`src/rtl/alu_pipe_core.sv`:
```
// Handshaked four-unit ALU (arith/logic/shift/cmp) with an iterative restoring divider.
// Latency: 1 cycle for every op except divide with B!=0, which takes WIDTH+1 cycles.
// Backpressure: IN_READY drops while the divider iterates; there is no output backpressure.
module alu_pipe_core #(
    parameter int WIDTH   = 16,
    parameter int SHAMT_W = $clog2(WIDTH)
) (
    input  logic               CLK,
    input  logic               RST,
    input  logic               IN_VALID,
    output logic               IN_READY,
    input  logic [WIDTH-1:0]   A,
    input  logic [WIDTH-1:0]   B,
    input  logic [3:0]         ALU_FUNC,
    output logic               OUT_VALID,
    output logic [2*WIDTH-1:0] RESULT,
    output logic [3:0]         UNIT_FLAG,
    output logic               CARRY,
    output logic               OVF,
    output logic               ZERO,
    output logic               DIV0
);

    localparam int W2    = 2 * WIDTH;
    localparam int CNT_W = $clog2(WIDTH + 1);

    typedef enum logic {
        IDLE = 1'b0,
        BUSY = 1'b1
    } state_t;

    state_t state_q, state_d;

    logic [WIDTH-1:0] div_rem_q;
    logic [WIDTH-1:0] div_quo_q;
    logic [WIDTH-1:0] div_dsr_q;
    logic [CNT_W-1:0] div_cnt_q;

    logic accept;
    logic is_div;
    logic b_zero;
    logic start_div;
    logic div_last;

    assign IN_READY  = (state_q == IDLE);
    assign accept    = IN_VALID && IN_READY;
    assign is_div    = (ALU_FUNC == 4'b0011);
    assign b_zero    = (B == '0);
    assign start_div = accept && is_div && !b_zero;
    assign div_last  = (div_cnt_q == CNT_W'(1));

    // ---------------------------------------------------------------
    // Single-cycle units
    // ---------------------------------------------------------------
    logic [W2-1:0]      a_sx, b_sx;
    logic [W2-1:0]      add_full, sub_full, mul_full;
    logic [WIDTH:0]     add_u, sub_u;
    logic               add_ovf, sub_ovf;
    logic [SHAMT_W-1:0] shamt;
    logic [WIDTH-1:0]   sra_res;
    logic [W2-1:0]      rot_dbl;
    logic               a_eq_b, a_gt_b, a_lt_b;

    assign a_sx = {{WIDTH{A[WIDTH-1]}}, A};
    assign b_sx = {{WIDTH{B[WIDTH-1]}}, B};

    // Full-precision signed results; the WIDTH+1 unsigned sums only feed CARRY/OVF.
    assign add_full = a_sx + b_sx;
    assign sub_full = a_sx - b_sx;
    assign mul_full = a_sx * b_sx;
    assign add_u    = {1'b0, A} + {1'b0, B};
    assign sub_u    = {1'b0, A} - {1'b0, B};
    assign add_ovf  = (A[WIDTH-1] == B[WIDTH-1]) && (add_u[WIDTH-1] != A[WIDTH-1]);
    assign sub_ovf  = (A[WIDTH-1] != B[WIDTH-1]) && (sub_u[WIDTH-1] != A[WIDTH-1]);

    assign shamt   = B[SHAMT_W-1:0];
    assign sra_res = $signed(A) >>> shamt;
    // Upper half of {A,A} shifted left is A rotated left by shamt.
    assign rot_dbl = {A, A} << shamt;

    assign a_eq_b = (A == B);
    assign a_gt_b = ($signed(A) > $signed(B));
    assign a_lt_b = ($signed(A) < $signed(B));

    logic [W2-1:0]    op_res;
    logic [WIDTH-1:0] op_narrow;
    logic             op_carry, op_ovf, op_div0;
    logic [3:0]       op_unit;

    assign op_unit = 4'b0001 << ALU_FUNC[3:2];

    always_comb begin
        op_res    = '0;
        op_narrow = '0;
        op_carry  = 1'b0;
        op_ovf    = 1'b0;
        op_div0   = 1'b0;
        unique case (ALU_FUNC[3:2])
            2'b00: begin
                unique case (ALU_FUNC[1:0])
                    2'b00: begin
                        op_res   = add_full;
                        op_carry = add_u[WIDTH];
                        op_ovf   = add_ovf;
                    end
                    2'b01: begin
                        op_res   = sub_full;
                        op_carry = sub_u[WIDTH];
                        op_ovf   = sub_ovf;
                    end
                    2'b10: op_res = mul_full;
                    default: begin
                        // Only reaches the output path when B is zero.
                        op_res  = {A, {WIDTH{1'b1}}};
                        op_div0 = 1'b1;
                    end
                endcase
            end
            2'b01: begin
                unique case (ALU_FUNC[1:0])
                    2'b00:   op_narrow = A & B;
                    2'b01:   op_narrow = A | B;
                    2'b10:   op_narrow = ~(A & B);
                    default: op_narrow = ~(A | B);
                endcase
                op_res = {{WIDTH{1'b0}}, op_narrow};
            end
            2'b10: begin
                unique case (ALU_FUNC[1:0])
                    2'b00:   op_narrow = A >> shamt;
                    2'b01:   op_narrow = A << shamt;
                    2'b10:   op_narrow = sra_res;
                    default: op_narrow = rot_dbl[W2-1:WIDTH];
                endcase
                op_res = {{WIDTH{1'b0}}, op_narrow};
            end
            default: begin
                unique case (ALU_FUNC[1:0])
                    2'b00:   op_res = a_eq_b ? W2'(1) : '0;
                    2'b01:   op_res = a_gt_b ? W2'(2) : '0;
                    2'b10:   op_res = a_lt_b ? W2'(3) : '0;
                    default: op_res = '0;
                endcase
            end
        endcase
    end

    // ---------------------------------------------------------------
    // Restoring divider step
    // ---------------------------------------------------------------
    logic [WIDTH:0]   trial_rem, trial_diff;
    logic             step_ok;
    logic [WIDTH-1:0] step_rem, step_quo;

    // The partial remainder stays below the divisor, so the trial value fits in WIDTH+1 bits.
    assign trial_rem  = {div_rem_q, div_quo_q[WIDTH-1]};
    assign trial_diff = trial_rem - {1'b0, div_dsr_q};
    assign step_ok    = !trial_diff[WIDTH];
    assign step_rem   = step_ok ? trial_diff[WIDTH-1:0] : trial_rem[WIDTH-1:0];
    assign step_quo   = {div_quo_q[WIDTH-2:0], step_ok};

    // ---------------------------------------------------------------
    // Control FSM
    // ---------------------------------------------------------------
    always_ff @(posedge CLK or negedge RST) begin
        if (!RST) begin
            state_q <= IDLE;
        end else begin
            state_q <= state_d;
        end
    end

    always_comb begin
        state_d = state_q;
        unique case (state_q)
            IDLE:    if (start_div) state_d = BUSY;
            default: if (div_last)  state_d = IDLE;
        endcase
    end

    // ---------------------------------------------------------------
    // Datapath and output registers
    // ---------------------------------------------------------------
    always_ff @(posedge CLK or negedge RST) begin
        if (!RST) begin
            div_rem_q <= '0;
            div_quo_q <= '0;
            div_dsr_q <= '0;
            div_cnt_q <= '0;
            OUT_VALID <= 1'b0;
            RESULT    <= '0;
            UNIT_FLAG <= '0;
            CARRY     <= 1'b0;
            OVF       <= 1'b0;
            ZERO      <= 1'b0;
            DIV0      <= 1'b0;
        end else begin
            OUT_VALID <= 1'b0;
            if (state_q == IDLE) begin
                if (start_div) begin
                    div_rem_q <= '0;
                    div_quo_q <= A;
                    div_dsr_q <= B;
                    div_cnt_q <= CNT_W'(WIDTH);
                end else if (accept) begin
                    OUT_VALID <= 1'b1;
                    RESULT    <= op_res;
                    UNIT_FLAG <= op_unit;
                    CARRY     <= op_carry;
                    OVF       <= op_ovf;
                    ZERO      <= (op_res == '0);
                    DIV0      <= op_div0;
                end
            end else begin
                div_rem_q <= step_rem;
                div_quo_q <= step_quo;
                div_cnt_q <= div_cnt_q - CNT_W'(1);
                if (div_last) begin
                    OUT_VALID <= 1'b1;
                    RESULT    <= {step_rem, step_quo};
                    UNIT_FLAG <= 4'b0001;
                    CARRY     <= 1'b0;
                    OVF       <= 1'b0;
                    ZERO      <= ({step_rem, step_quo} == '0);
                    DIV0      <= 1'b0;
                end
            end
        end
    end

endmodule

```
`config.mk`:
```
export PLATFORM = sky130hd
export DESIGN_NAME = alu_pipe_core
export DESIGN_NICKNAME = d
export VERILOG_FILES = /design/src/rtl/alu_pipe_core.sv
export SDC_FILE = /design/constraint.sdc
export NUM_CORES = 1
export LEC_CHECK = 0
export ABC_CLOCK_PERIOD_IN_PS = 5200
export BUFFER_PORTS_ARGS = -buffer_cell sky130_fd_sc_hd__buf_2
export CORE_ASPECT_RATIO = 0.9
export CORE_MARGIN = 2
export CORE_UTILIZATION = 54
export DETAILED_ROUTE_END_ITERATION = 8
export PLACE_DENSITY = 0.7
export SYNTH_ARGS = -nofsm -noshare
export SYNTH_HDL_FRONTEND = slang
export SYNTH_SLANG_ARGS = --single-unit
```
`constraint.sdc`:
```
create_clock -name CLK -period 5.2 [get_ports CLK]
set_input_delay 0.52 -clock CLK [delete_from_list [all_inputs] [get_ports CLK]]
set_output_delay 0.52 -clock CLK [all_outputs]
set_load 0.005 [all_outputs]
```
==> results.yml, run 1 <==
worst_setup_path:
  regToRegSetupSlack_ns: 0.57
  crit_start: "B[4]"
  endpoint_kind: "register"
  reg2regPathDepth: 17
  critPathMaxFanout: 8
  crit_type: "in -> reg"
  cp_data_arrival_time_ns: 7.15
  required_ns: 5.47
  startpoint_type: "primary input"
  timing.rr.start: "div_quo_q[15]$_DFFE_PN0P_"
  endpoint: "ZERO$_DFFE_PN0P_"
  r2r-end: "RESULT[19]$_DFFE_PN0P_"
sta:
  rsz0062_at_grt: "yes"
  worst_slew_pin_slew_ns: 0.9674
  maxSlewHeadroom: 0.3482
  min_period_ns: 6.879
  fmax_mhz: 145.4
  finalSetupViolations: 24
  finClkSkew_ns: 0.007929
  final.period_utilization: 1.323
  slew_violations: 0
  hold_violations: 0
  fin_ws_ns: -1.679
job:
  cap_violations: 0
cts:
  cts_tree: "done"
  h-tree-depth: 3
  cts_buffers: 9
  clock_latency_ns: 0.36
  clock-sinks: 95
  clkTransAtPathRegs_ns: 0.07
  max-clock-path-buffers: 2
  cts-root-buf: "clkbuf_16"
  postCtsHoldBufs: 0
route:
  antenna_left: 0
  drt-total-wl_mm: 74.19
  firstDrtPassIters: 5
  wire_per_inst_um: 23.72
  drc: 0
  drtIter0Drc: 2232
  vias: 19330
  avgViaCountPerCell: 6.181
synthesis:
  netlist.area_leader.share: 0.2714
  ys.flop_type: "dfrtp_1"
  yosysMostFrequentCell: "inv_1"
  synthXorXnorAreaFrac: 0.03720
  syn_nets: 2810
  synth_cell_type_count: 83
  synth_simple_gate_area_frac: 0.1547
  netlist_area_um2: 19540
  synth.area.top_cells: "fa_1 (27%), dfrtp_1 (12%), ha_1 (9.6%)"
  synth-edff-count: 0
  netlist_top_cells_count: "inv_1 (349), nand2_1 (280), fa_1 (265)"
  ys_seq_area_frac: 0.1216
  synthCells: 2356
  yosys.area.top_type: "fa_1"
  synth_compound_area_frac: 0.1646
  yosysWarnings: 0
  ys_seq_elements: 95
  synth-adder-area-share: 0.3675
  avgSynthCellArea_um2: 8.295
  synthMuxAreaShare: 0.05327
  ys_async_sr_fraction: 1.000
  synth_top_family_by_area: "adder cells"
placement:
  place_congestion: 1.026
  dpl.cell_count: 3079
  dp_hpwl_mm: 58.34
  io_buffers: 80
layout:
  layoutNonFillerInstCount: 3127
  fill_cells: 2937
  final-seq-area_um2: 2377
  nets: 3099
  drive_above_1_share: 0.2725
  areaGrowthSynthToFinish_pct: 25.61
  multi_input_area_um2: 16440
global_route:
  grt_pass1_wl_mm: 112.9
  antenna_found_initial: 1
  grt_max_degree: 67
  grt_usage: 0.3985
  grt_pass1_vias: 19280
  grt_overflow: 0
outcome:
  violations: "negative setup slack"
  status: "finished, violations left"
min_path:
  hold_path_class: "in -> async"
floorplanning:
  ios: 81
  die-area_um2: 37730
  start_util: 0.5441
  die_y_um: 184.5
  coreArea_um2: 35920
  die_w_um: 204.5
  placementRows: 66
-- flip-flops by register name (all words and copies together), names as in the netlist --
register	flops
CARRY	1
DIV0	1
OUT_VALID	1
OVF	1
RESULT	32
UNIT_FLAG	4
ZERO	1
div_cnt_q	5
div_dsr_q	16
div_quo_q	16
div_rem_q	16
state_q	1
-- worst max-delay path: stages --
cell        delay, ns
buf_6            0.10
clkinvlp_4       0.21
buf_4            0.16
nor2_2           0.04
fa_1             0.55
inv_2            0.04
fa_1             0.50
fa_2             0.56
inv_2            0.04
fa_1             0.37
fa_1             0.52
inv_1            0.06
fa_1             0.52
inv_2            0.06
ha_4             0.22
and4_1           0.23
and3_4           0.21
o311a_4          0.42
or2_4            0.29
o21a_1           0.21
a31oi_2          0.17
mux2_2           0.36
nand2_1          0.08
nand4_1          0.10
or4_1            0.42
o31ai_2          0.19
-- how the worst min path moves through the flow --
stage                           startpoint                  endpoint  slack [ns]  cells past startpoint
detailed placement  RESULT[27]$_DFFE_PN0P_    RESULT[27]$_DFFE_PN0P_        0.46                      1
finish                                 RST  div_quo_q[5]$_DFFE_PN0P_        0.08                      1
global placement                       RST       OUT_VALID$_DFF_PN0_        0.46                      1
global route                           RST       OUT_VALID$_DFF_PN0_        0.10                      1
CTS                                    RST     RESULT[9]$_DFFE_PN0P_        0.08                      1
floorplan                              RST         CARRY$_DFFE_PN0P_        0.22                      0
-- kinds of logic (layout without fill, tap and decap cells) --
kind of cell	after synthesis	after routing
simple gates	692	692
buf+inv	508	802
other cells	0	1
fa+ha+maj	415	415
compound gates	484	484
xor+xnor	83	83
mux	79	79
flops	95	95
-- what timing repair did --
item / in CTS / in global routing
cloned: 1 / 0
gates resized for setup: 199 / 104
endpoints found under the setup margin: 27 / 27
setup buffers: 26 / 19
pin swaps: 84 / 76
-- stage by stage --
stage | TNS, ns | hold WS (ns) | setup slack (ns) | area [um^2] | utilization
floorplan | -18.96 | 0.2244 | -1.731 | 20020 | -
global placement | -36.65 | 0.4559 | -2.169 | 22680 | 0.6313
detailed placement | -38.92 | 0.4643 | -2.263 | 22680 | 0.6313
CTS | -20.00 | 0.08293 | -1.539 | 24000 | 0.6682
global route | -26.74 | 0.1021 | -1.886 | 24550 | 0.6834
finish | -22.86 | 0.07910 | -1.679 | 24550 | 0.6834
-- cells in the final DEF (no fill, tap or decap), types with 10 or more instances in the layout --
master | synthesis | routed
nor2_4 | 0 | 14
a21o_1 | 26 | 26
o21ai_0 | 116 | 90
nand2b_1 | 15 | 15
a21oi_2 | 2 | 18
inv_2 | 2 | 23
buf_2 | 11 | 60
nor4_1 | 19 | 19
nor2_2 | 0 | 16
xor2_1 | 19 | 18
a211oi_1 | 15 | 15
mux4_2 | 16 | 16
o31ai_1 | 12 | 11
o211ai_1 | 23 | 23
ha_1 | 150 | 125
inv_1 | 349 | 320
nand3_1 | 29 | 26
a31oi_1 | 23 | 18
a21oi_1 | 101 | 81
buf_4 | 1 | 301
o21ai_1 | 1 | 16
nor2_1 | 235 | 205
dfrtp_1 | 95 | 95
nand2_1 | 280 | 270
o21bai_1 | 10 | 10
mux2_2 | 27 | 26
nor2b_1 | 19 | 17
fa_2 | 0 | 14
nor3_1 | 26 | 23
mux2i_1 | 35 | 34
xnor2_1 | 64 | 55
buf_6 | 7 | 45
o22ai_1 | 19 | 17
fa_1 | 265 | 251
a22oi_1 | 24 | 22
ha_4 | 0 | 19
-- area by class of cell --
type | instances | share of cell area
inverter | 364 | 0.05774
sequential | 95 | 0.09684
clock buffer | 9 | 0.009174
clock inverter | 7 | 0.004944
tap | 476 | 0.02426
timing repair buffer | 422 | 0.1371
antenna | 1 | 0.0001019
multi-input combinational | 1753 | 0.6698
-- metal layers --
layer  share of wire  vias to the layer above  track usage
met2            0.43                     1253       0.6004
met4           0.055                        0       0.1751
met3            0.12                      266      0.09477
met5               0                        -            0
li1                -                     8373            -
met1            0.39                     9437       0.5478
Power of run 1 is not shown: default switching activity piles up to over one toggle a cycle in this logic, so the estimate is an artifact.
==> inputs of run 2 (changes only) <==
CORE_ASPECT_RATIO = 0.8   (was 0.9)
==> results.yml, run 2 (same netlist as run 1, synthesis figures left out) <==
outcome:
  status: "finished, violations left"
  violations: "negative setup slack"
layout:
  diodes: 0
  layout.cells.most_common: "inv_1"
  drive_above_1_share: 0.2856
  layoutNonFillerInstCount: 3152
  final_cell_mix: "inv_1 (320), buf_4 (311), nand2_1 (270)"
  largest_reg_flops: 32
  nets: 3121
  areaGrowthSynthToFinish_pct: 27.00
  top_register: "RESULT"
  fill_cells: 2854
floorplanning:
  start_util: 0.5465
  coreArea_um2: 35760
  ios: 81
  die-area_um2: 37740
  placementRows: 62
  die_w_um: 216.7
  die_y_um: 174.2
cts:
  max-clock-path-buffers: 2
  cts-root-buf: "clkbuf_16"
  cts_buffers: 9
  h-tree-depth: 3
  postCtsHoldBufs: 0
  clock_latency_ns: 0.36
  cts_tree: "done"
  clock-sinks: 95
  clkTransAtPathRegs_ns: 0.07
worst_setup_path:
  critPathMaxFanout: 7
  r2r-end: "ZERO$_DFFE_PN0P_"
  reg2regPathDepth: 17
  crit_start: "B[4]"
  crit_type: "in -> reg"
  cp_data_arrival_time_ns: 7.16
  regToRegSetupSlack_ns: 0.51
  timing.rr.start: "div_quo_q[15]$_DFFE_PN0P_"
  startpoint_type: "primary input"
  endpoint: "ZERO$_DFFE_PN0P_"
  endpoint_kind: "register"
  required_ns: 5.47
route:
  wire_per_inst_um: 24.46
  drt-total-wl_mm: 77.09
  drtIter0Drc: 2429
  antenna_left: 0
  firstDrtPassIters: 7
  vias: 19660
  avgViaCountPerCell: 6.236
  drc: 0
sta:
  worst_slew_pin_slew_ns: 1.131
  fin_ws_ns: -1.686
  hold_violations: 0
  holdWs_ns: 0.2351
  slew_violations: 0
  finClkSkew_ns: 0.005279
  maxSlewHeadroom: 0.2381
  final.period_utilization: 1.324
  fin_setup_tns_ns: -23.10
  finalSetupViolations: 25
  fmax_mhz: 145.2
  rsz0062_at_grt: "yes"
  min_period_ns: 6.886
global_route:
  grt_max_degree: 59
  grt_overflow: 0
  grt_pass1_wl_mm: 117.6
  grt_usage: 0.4121
  grt_pass1_vias: 19420
  antenna_found_initial: 3
placement:
  dp_hpwl_mm: 61.05
  place_ws_ns: -2.259
  io_buffers: 80
  dpl.cell_count: 3097
  place_congestion: 1.086
min_path:
  hold_path_class: "in -> async"
job:
  cap_violations: 0
run 2: cell types whose count changed in the layout (fill, tap and decap cells not counted), sizes merged:
cell,delta
inv,+10
bufinv,-3
buf,+24
clkinvlp,-3
clkinv,-4
diode,-1
bufbuf,-1
clkbuf,-1
run 2: through the flow:
step,utilization,area (um^2)
6_report,0.6941,24820
5_1_grt,0.6941,24820
4_1_cts,0.6821,24390
3_5_place_dp,0.6362,22750
3_3_place_gp,0.6362,22750
2_1_floorplan,-,20020
run 2: timing repair:
action | CTS | global route
setup buffers | 46 | 16
resized for setup | 262 | 109
pin swaps | 98 | 77
gates cloned | 0 | 1
hold endpoints to repair | 0 | 0
endpoints found under the setup margin | 27 | 27
run 2: routing by layer:
metal	share of wire	vias to the layer above	routed length, um	GRT usage
met5	0.00045	-	35	0
li1	-	8420	-	-
met1	0.40	9697	31210	0.5893
met3	0.12	272	9590	0.1052
met2	0.42	1260	32490	0.6022
met4	0.049	6	3769	0.1564
run 2: cell type report:
type / instances / area (um^2) / area share
clock buffers: 9 / 225.2 / 0.009073
well taps: 480 / 600.6 / 0.02420
flip-flops and latches: 95 / 2377 / 0.09578
repair buffers: 444 / 3631 / 0.1463
clock inverters: 7 / 63.81 / 0.002571
multi-input cells: 1753 / 16510 / 0.6650
inverters: 364 / 1418 / 0.05711
run 2: critical path: stages:
cell,delay [ns]
buf_8,0.09
clkinvlp_4,0.23
buf_6,0.23
nor2_4,0.10
fa_1,0.41
inv_1,0.08
fa_1,0.45
fa_1,0.51
inv_1,0.05
fa_1,0.46
fa_1,0.50
inv_1,0.05
fa_1,0.49
inv_2,0.05
ha_4,0.26
o21ai_4,0.19
a2111oi_2,0.07
o31a_1,0.15
o311a_4,0.40
or2_4,0.28
o21a_1,0.22
a31oi_2,0.19
mux2_2,0.37
nand2_1,0.08
nand4_1,0.10
or4_1,0.43
o31ai_2,0.19
run 2: how the worst min path moves through the flow:
stage | from | end | cells after the start
after floorplan | RST | CARRY$_DFFE_PN0P_ | 0
after global placement | RESULT[27]$_DFFE_PN0P_ | RESULT[27]$_DFFE_PN0P_ | 1
after detailed placement | RESULT[25]$_DFFE_PN0P_ | RESULT[25]$_DFFE_PN0P_ | 2
after CTS | RST | RESULT[7]$_DFFE_PN0P_ | 1
after global routing | RST | OUT_VALID$_DFF_PN0_ | 1
final | RST | RESULT[7]$_DFFE_PN0P_ | 1
Power of run 2 is left out for the same reason.
